File: src/rtl/axi_interface_master_pkg.sv
// Shared widths, AXI encodings and response helper for the AXI4 initiator.
package axi_interface_master_pkg;

  localparam int ID_BITS    = 4;
  localparam int ADDR_WIDTH = 32;
  localparam int DATA_WIDTH = 32;
  localparam int LEN_BITS   = 8;
  localparam int SIZE_BITS  = 3;

  localparam logic [1:0] RESP_OKAY   = 2'd0;
  localparam logic [1:0] RESP_EXOKAY = 2'd1;
  localparam logic [1:0] RESP_SLVERR = 2'd2;
  localparam logic [1:0] RESP_DECERR = 2'd3;
  localparam logic [1:0] BURST_INCR  = 2'b01;

  localparam logic [SIZE_BITS-1:0] AXI_SIZE = SIZE_BITS'($clog2(DATA_WIDTH / 8));

  // Response codes are ordered by severity, so the worst one is the numeric max.
  function automatic logic [1:0] resp_max(input logic [1:0] a, input logic [1:0] b);
    return (a > b) ? a : b;
  endfunction

endpackage

File: src/rtl/axi_interface_master.sv
// AXI4 initiator: one outstanding INCR burst, native command/data streams in,
// AW/W/B/AR/R out, with a per-wait-state timeout that aborts a hung slave.
module axi_interface_master
  import axi_interface_master_pkg::*;
#(
  parameter logic [ID_BITS-1:0] AXI_ID  = 4'd0,
  parameter int unsigned        TIMEOUT = 32'd1024
) (
  input  logic                    clk_i,
  input  logic                    rst_ni,
  input  logic                    cmd_valid,
  output logic                    cmd_ready,
  input  logic                    cmd_we,
  input  logic [ADDR_WIDTH-1:0]   cmd_addr,
  input  logic [LEN_BITS-1:0]     cmd_len,
  input  logic                    wd_valid,
  output logic                    wd_ready,
  input  logic [DATA_WIDTH-1:0]   wd_data,
  input  logic [DATA_WIDTH/8-1:0] wd_strb,
  output logic                    rd_valid,
  output logic [DATA_WIDTH-1:0]   rd_data,
  output logic                    rd_last,
  output logic                    done,
  output logic [1:0]              done_resp,
  output logic [ID_BITS-1:0]      awid,
  output logic [ADDR_WIDTH-1:0]   awaddr,
  output logic [LEN_BITS-1:0]     awlen,
  output logic [SIZE_BITS-1:0]    awsize,
  output logic [1:0]              awburst,
  output logic                    awvalid,
  input  logic                    awready,
  output logic [DATA_WIDTH-1:0]   wdata,
  output logic [DATA_WIDTH/8-1:0] wstrb,
  output logic                    wlast,
  output logic                    wvalid,
  input  logic                    wready,
  input  logic [ID_BITS-1:0]      bid,
  input  logic [1:0]              bresp,
  input  logic                    bvalid,
  output logic                    bready,
  output logic [ID_BITS-1:0]      arid,
  output logic [ADDR_WIDTH-1:0]   araddr,
  output logic [LEN_BITS-1:0]     arlen,
  output logic [SIZE_BITS-1:0]    arsize,
  output logic [1:0]              arburst,
  output logic                    arvalid,
  input  logic                    arready,
  input  logic [ID_BITS-1:0]      rid,
  input  logic [DATA_WIDTH-1:0]   rdata,
  input  logic [1:0]              rresp,
  input  logic                    rlast,
  input  logic                    rvalid,
  output logic                    rready
);

  typedef enum logic [2:0] {
    IDLE  = 3'd0,
    WADDR = 3'd1,
    WDATA = 3'd2,
    WRESP = 3'd3,
    RADDR = 3'd4,
    RDATA = 3'd5
  } axi_mst_state_e;

  axi_mst_state_e          state_r, state_next_s;
  logic [ADDR_WIDTH-1:0]   addr_r;
  logic [LEN_BITS-1:0]     len_r;
  logic [LEN_BITS-1:0]     beat_cnt_r;
  logic [1:0]              resp_acc_r;
  logic [31:0]             timer_r;
  logic                    rd_valid_r, rd_last_r, done_r;
  logic [DATA_WIDTH-1:0]   rd_data_r;
  logic [1:0]              done_resp_r;
  logic                    waiting_s, timeout_s, last_cnt_s, rd_last_beat_s, rd_err_s;
  logic [1:0]              acc_next_s;

  assign awid      = AXI_ID;
  assign arid      = AXI_ID;
  assign awsize    = AXI_SIZE;
  assign arsize    = AXI_SIZE;
  assign awburst   = BURST_INCR;
  assign arburst   = BURST_INCR;
  assign awaddr    = addr_r;
  assign araddr    = addr_r;
  assign awlen     = len_r;
  assign arlen     = len_r;
  assign wdata     = wd_data;
  assign wstrb     = wd_strb;
  assign rd_valid  = rd_valid_r;
  assign rd_data   = rd_data_r;
  assign rd_last   = rd_last_r;
  assign done      = done_r;
  assign done_resp = done_resp_r;

  assign last_cnt_s     = (beat_cnt_r == len_r);
  // A beat is final on rlast, or once the counter reaches len even without rlast.
  assign rd_last_beat_s = rlast || last_cnt_s;
  assign rd_err_s       = (rid != AXI_ID) || (rlast != last_cnt_s);
  assign acc_next_s     = resp_max(resp_max(resp_acc_r, rresp),
                                   rd_err_s ? RESP_SLVERR : RESP_OKAY);
  assign timeout_s      = (TIMEOUT != 32'd0) && waiting_s && (timer_r == TIMEOUT - 32'd1);

  // Which cycles count as stalled on the slave or native side.
  always_comb begin
    waiting_s = 1'b0;
    case (state_r)
      WADDR:   waiting_s = !awready;
      WDATA:   waiting_s = !(wd_valid && wready);
      WRESP:   waiting_s = !bvalid;
      RADDR:   waiting_s = !arready;
      RDATA:   waiting_s = !rvalid;
      default: waiting_s = 1'b0;
    endcase
  end

  // State register.
  always_ff @(posedge clk_i or negedge rst_ni) begin
    if (!rst_ni) state_r <= IDLE;
    else         state_r <= state_next_s;
  end

  // Next-state and handshake outputs.
  always_comb begin
    state_next_s = state_r;
    cmd_ready    = 1'b0;
    awvalid      = 1'b0;
    wvalid       = 1'b0;
    wlast        = 1'b0;
    wd_ready     = 1'b0;
    bready       = 1'b0;
    arvalid      = 1'b0;
    rready       = 1'b0;
    case (state_r)
      IDLE: begin
        cmd_ready = 1'b1;
        if (cmd_valid) state_next_s = cmd_we ? WADDR : RADDR;
        else           state_next_s = IDLE;
      end
      WADDR: begin
        awvalid = 1'b1;
        if (awready) state_next_s = WDATA;
        else         state_next_s = WADDR;
      end
      WDATA: begin
        wvalid   = wd_valid;
        wd_ready = wready;
        wlast    = last_cnt_s;
        if (wd_valid && wready && last_cnt_s) state_next_s = WRESP;
        else                                  state_next_s = WDATA;
      end
      WRESP: begin
        bready = 1'b1;
        if (bvalid) state_next_s = IDLE;
        else        state_next_s = WRESP;
      end
      RADDR: begin
        arvalid = 1'b1;
        if (arready) state_next_s = RDATA;
        else         state_next_s = RADDR;
      end
      RDATA: begin
        rready = 1'b1;
        if (rvalid && rd_last_beat_s) state_next_s = IDLE;
        else                          state_next_s = RDATA;
      end
      default: state_next_s = IDLE;
    endcase
    if (timeout_s) state_next_s = IDLE;
    else           state_next_s = state_next_s;
  end

  // Wait timer: any non-stalled cycle (handshake or state change) clears it.
  always_ff @(posedge clk_i or negedge rst_ni) begin
    if (!rst_ni)                     timer_r <= 32'd0;
    else if (waiting_s && !timeout_s) timer_r <= timer_r + 32'd1;
    else                             timer_r <= 32'd0;
  end

  // Command latch, beat counting, read capture and completion reporting.
  always_ff @(posedge clk_i or negedge rst_ni) begin
    if (!rst_ni) begin
      addr_r      <= '0;
      len_r       <= '0;
      beat_cnt_r  <= '0;
      resp_acc_r  <= RESP_OKAY;
      rd_valid_r  <= 1'b0;
      rd_data_r   <= '0;
      rd_last_r   <= 1'b0;
      done_r      <= 1'b0;
      done_resp_r <= RESP_OKAY;
    end else begin
      rd_valid_r <= 1'b0;
      rd_last_r  <= 1'b0;
      done_r     <= 1'b0;
      if (timeout_s) begin
        done_r      <= 1'b1;
        done_resp_r <= RESP_DECERR;
      end else begin
        case (state_r)
          IDLE: if (cmd_valid) begin
            addr_r <= cmd_addr;
            len_r  <= cmd_len;
          end
          WADDR: if (awready) beat_cnt_r <= '0;
          WDATA: if (wd_valid && wready && !last_cnt_s) beat_cnt_r <= beat_cnt_r + LEN_BITS'(1);
          WRESP: if (bvalid) begin
            done_r      <= 1'b1;
            done_resp_r <= (bid != AXI_ID) ? RESP_SLVERR : bresp;
          end
          RADDR: if (arready) begin
            beat_cnt_r <= '0;
            resp_acc_r <= RESP_OKAY;
          end
          RDATA: if (rvalid) begin
            rd_valid_r <= 1'b1;
            rd_data_r  <= rdata;
            rd_last_r  <= rd_last_beat_s;
            resp_acc_r <= acc_next_s;
            beat_cnt_r <= beat_cnt_r + LEN_BITS'(1);
            if (rd_last_beat_s) begin
              done_r      <= 1'b1;
              done_resp_r <= acc_next_s;
            end
          end
          default: ;
        endcase
      end
    end
  end

endmodule

File: config.mk
export PLATFORM = sky130hd
export DESIGN_NAME = axi_interface_master
export DESIGN_NICKNAME = d
export VERILOG_FILES = /design/src/rtl/axi_interface_master_pkg.sv /design/src/rtl/axi_interface_master.sv
export SDC_FILE = /design/constraint.sdc
export NUM_CORES = 1
export LEC_CHECK = 0
export ABC_AREA = 1
export ABC_CLOCK_PERIOD_IN_PS = 6300
export CORE_AREA = 10 10 140 142
export CTS_CLUSTER_DIAMETER = 40
export DETAILED_ROUTE_END_ITERATION = 7
export DIE_AREA = 0 0 150 152
export PLACE_DENSITY = 0.77
export SLEW_MARGIN = 10
export SYNTH_ARGS = -nofsm -noshare
export SYNTH_HDL_FRONTEND = slang
export SYNTH_SLANG_ARGS = --single-unit
File: constraint.sdc
create_clock -name clk_i -period 6.3 [get_ports clk_i]
set_clock_uncertainty 0.2 [all_clocks]
set_input_delay 1.575 -clock clk_i [delete_from_list [all_inputs] [get_ports clk_i]]
set_output_delay 1.575 -clock clk_i [all_outputs]
set_load 0.005 [all_outputs]
==> results.md <==
- Status: completed
- Synth Register Bits: 122
- Placed instance area: about 0.0084 mm^2
- CTS tree: built
- Post-CTS Setup Repair Bufs: 0
- Die area: 0.0228 mm^2
- I/O Buffers: 219
- Io pins: 310
- Drt wl/cell: 15.6 um
- Critical Path Source Type: input pin
- Crit path kind: in2out
- Final-report hold violation count: 0
- Power Density: 432 mW/mm^2
- YS warnings: 0
- Largest net degree at the start of global routing: 55
- First-pass GRT wire length: 28.2 mm
- Clock buffer depth: 2
- HPWL Detailed: 14.0 mm
- Yosys top cell by area: dfrtp_1
- CTS clk-pin slew, worst paths: 0.05 ns
- Sequential power share: 0.318
- Area growth syn-to-layout: 36.7%
- LEAKAGE: around 4 nW
- Internal Pwr Total: 2.72 mW
- Primary FF master, synth: dfrtp_1
- Critical path buffers and inverters: 3
- Fmax achieved: around 0.22 GHz
- Fill count: 1528
- WP data arrival: 2.73 ns
- Gate Count Post-Synth: 756
- Slew HR: 0.335
- Post-synth EDFFs: 0
- Max-cap violations: 0
- Drc violations: 0
- CP cell instances: clkdlybuf4s50_1, inv_1, nor2_1, clkdlybuf4s50_1
- Max-slew violations: 0
- FF/Latch Area: roughly 0.003 mm^2
- CP max stage cell: clkdlybuf4s50_1
- VDD IR max: 220 uV
- # H-tree levels: 4
- Cts hold-fix bufs: 0
- Syn Area/Cell: approximately 8.7 um^2
- Logic pwr share: 0.405
- RSZ-0062 raised after global routing: false
- Setup violations, final: 0
- Reg2reg setup slack: 3.65 ns
- Asr flop ratio synth: 1.00
- Clk sinks: 122
- Seq/Total Area, Yosys: 0.463
- Vias in the first global route: 5226
- Worst hold slack: roughly 0.26 ns
- CP required: 4.53 ns
- Top-count cell post-synth: nand2_1
- Period utilization: 0.715
- Net switching power figure: around 1.2 mW
- Worst hold path class: reg2reg
- Ranking of synthesized cells by area: dfrtp_1 46%, nand2_1 11%, buf_4 11%
- Layout net count: 1043
- Yosys cell types: 36
- Delay-heaviest family, CP: buffers and inverters
- Gpl congestion: ~0.94
- Crit. End Element: primary output
- WL final: about 18 mm
- Setup Total Neg Slack: 0 ns
- Post-synth top cells: 199 x nand2_1, 122 x dfrtp_1, 98 x nor2_1
- Post-CTS resize count: 0
- GRT Util Overall: 0.154
- Total grt overflow: 0
- Core Box Area: between 0.015 and 0.02 mm^2
- Power share of the clock group: 0.276
- Vias: about 5200
- Drt pass-1 iters: 4
- Final instance area: approximately 0.009 mm^2
- Vias per cell: 4.57
- Max Fanout on Critical Path: 2
- CP peak stage delay: 0.53 ns
- Syn Std Cell Area: ~0.0066 mm^2
- Multi-input logic area: 0.00264 mm^2
- Final core occ: 0.533
- Share of post-route cells with drive strength above 1: 0.112
- Root Driver: clkbuf_16
- Clock Latency Late Sink: around 0.42 ns
- Worst-Margin Slew: 0.995 ns
- Fin crit period: ~4.5 ns
- Cell mode on critical path: clkdlybuf4s50_1
- Row Count: 48
- Die W: ~150 um
- Initial DRC Count: 254
- Area share of the largest cell type after synthesis: 0.463
- Num CTS Buffers: 17
- Switching Fraction: 0.301
- Starting density of the core: 0.390
- Die H: 152 um
- Antenna violations before repair: 0
- Antenna diodes: 0
- Detail Route Antenna Nets: 0
==> worst register-to-register path, delay by kind of cell, from the launching register on <==
family / cells / cell delay (ns)
AO/OA/AOI/OAI: 1 / 0.10
XOR/XNOR: 1 / 0.17
adder cells (fa/ha/maj): 2 / 0.54
buffers and inverters: 1 / 0.07
flip-flops: 1 / 0.42
AND/OR/NAND/NOR: 9 / 1.03
==> cells in the final DEF (no fill, tap or decap), types with 2 or more instances in the layout <==
cell,instances
clkdlybuf4s50_1,218
nand2_1,198
dfrtp_1,122
nor2_1,98
inv_1,46
mux2_2,40
nand3_1,21
xnor2_1,18
conb_1,18
clkbuf_16,17
nor3_1,16
xor2_1,15
nand4_1,9
ha_1,7
a21oi_1,6
o21ai_1,6
inv_2,5
nor2_2,5
nand2_2,5
bufinv_16,5
nor3_2,4
nand3_2,4
o21ai_0,4
nor3b_1,4
clkinv_2,3
buf_4,3
nand3b_1,2
a31oi_1,2
a21oi_2,2
clkinv_4,2
clkbuf_1,2
clkbuf_8,2
==> state kept, by name, indices dropped and copies added, names as in the netlist <==
name and flops:
done_resp 2, beat_cnt_r 8, rd_last 1, timer_r 32, state_r 3, rd_data 32
araddr 32, done 1, arlen 8, rd_valid 1, resp_acc_r 2
==> power groups by stage <==
stage	registers [mW]	logic [mW]	clock network, mW
after CTS	1.25	1.62	1.09
after global placement	1.25	1.59	0
after floorplan	1.24	0.815	0
after global routing	1.28	1.72	1.13
final	1.24	1.58	1.08
after detailed placement	1.25	1.61	0
==> layout make-up <==
class / instances / share of cell area
Multi-Input combinational cell: 492 / 0.293
Clock inverter: 11 / 0.0212
Sequential cell: 122 / 0.338
Timing Repair Buffer: 221 / 0.244
Clock buffer: 21 / 0.0510
Inverter: 51 / 0.0212
Tap cell: 225 / 0.0312
==> kinds of logic after synthesis <==
kind of cell,synth area share
flip-flops,0.463
buffers and inverters,0.147
other,0.00114
AND/OR/NAND/NOR,0.244
XOR/XNOR,0.0438
adder cells (fa/ha/maj),0.0133
multiplexers,0.0683
AO/OA/AOI/OAI,0.0203
==> stage by stage <==
stage | power [mW] | std cells | worst slack [ns]
floorplan | 2.06 | 772 | 2.82
global placement | 2.83 | 1111 | 1.82
detailed placement | 2.87 | 1111 | 1.80
CTS | 3.96 | 1143 | 1.80
global route | 4.13 | 1143 | 1.73
finish | 3.90 | 1143 | 1.79
==> worst paths after layout <==
| kind | startpoint | depth (start not counted) | end |
|---|---|---|---|
| max | wready | 4 | wd_ready |
| min reg2reg | timer_r[0]$_DFF_PN0_ | 1 | timer_r[0]$_DFF_PN0_ |
| max reg2reg | arlen[1]$_DFFE_PN0P_ | 14 | done_resp[0]$_DFFE_PN0P_ |
| min in group asynchronous | rst_ni | 1 | rd_data[26]$_DFFE_PN0P_ |
| min | timer_r[0]$_DFF_PN0_ | 1 | timer_r[0]$_DFF_PN0_ |
| max in group asynchronous | rst_ni | 2 | araddr[29]$_DFFE_PN0P_ |
==> metal layers <==
layer	wire, um	global-route usage
met1	7070	0.176
met2	9060	0.264
met3	1560	0.0544
met4	199	0.0444
met5	0	0
Note: power is estimated with default switching activity, not from simulation.
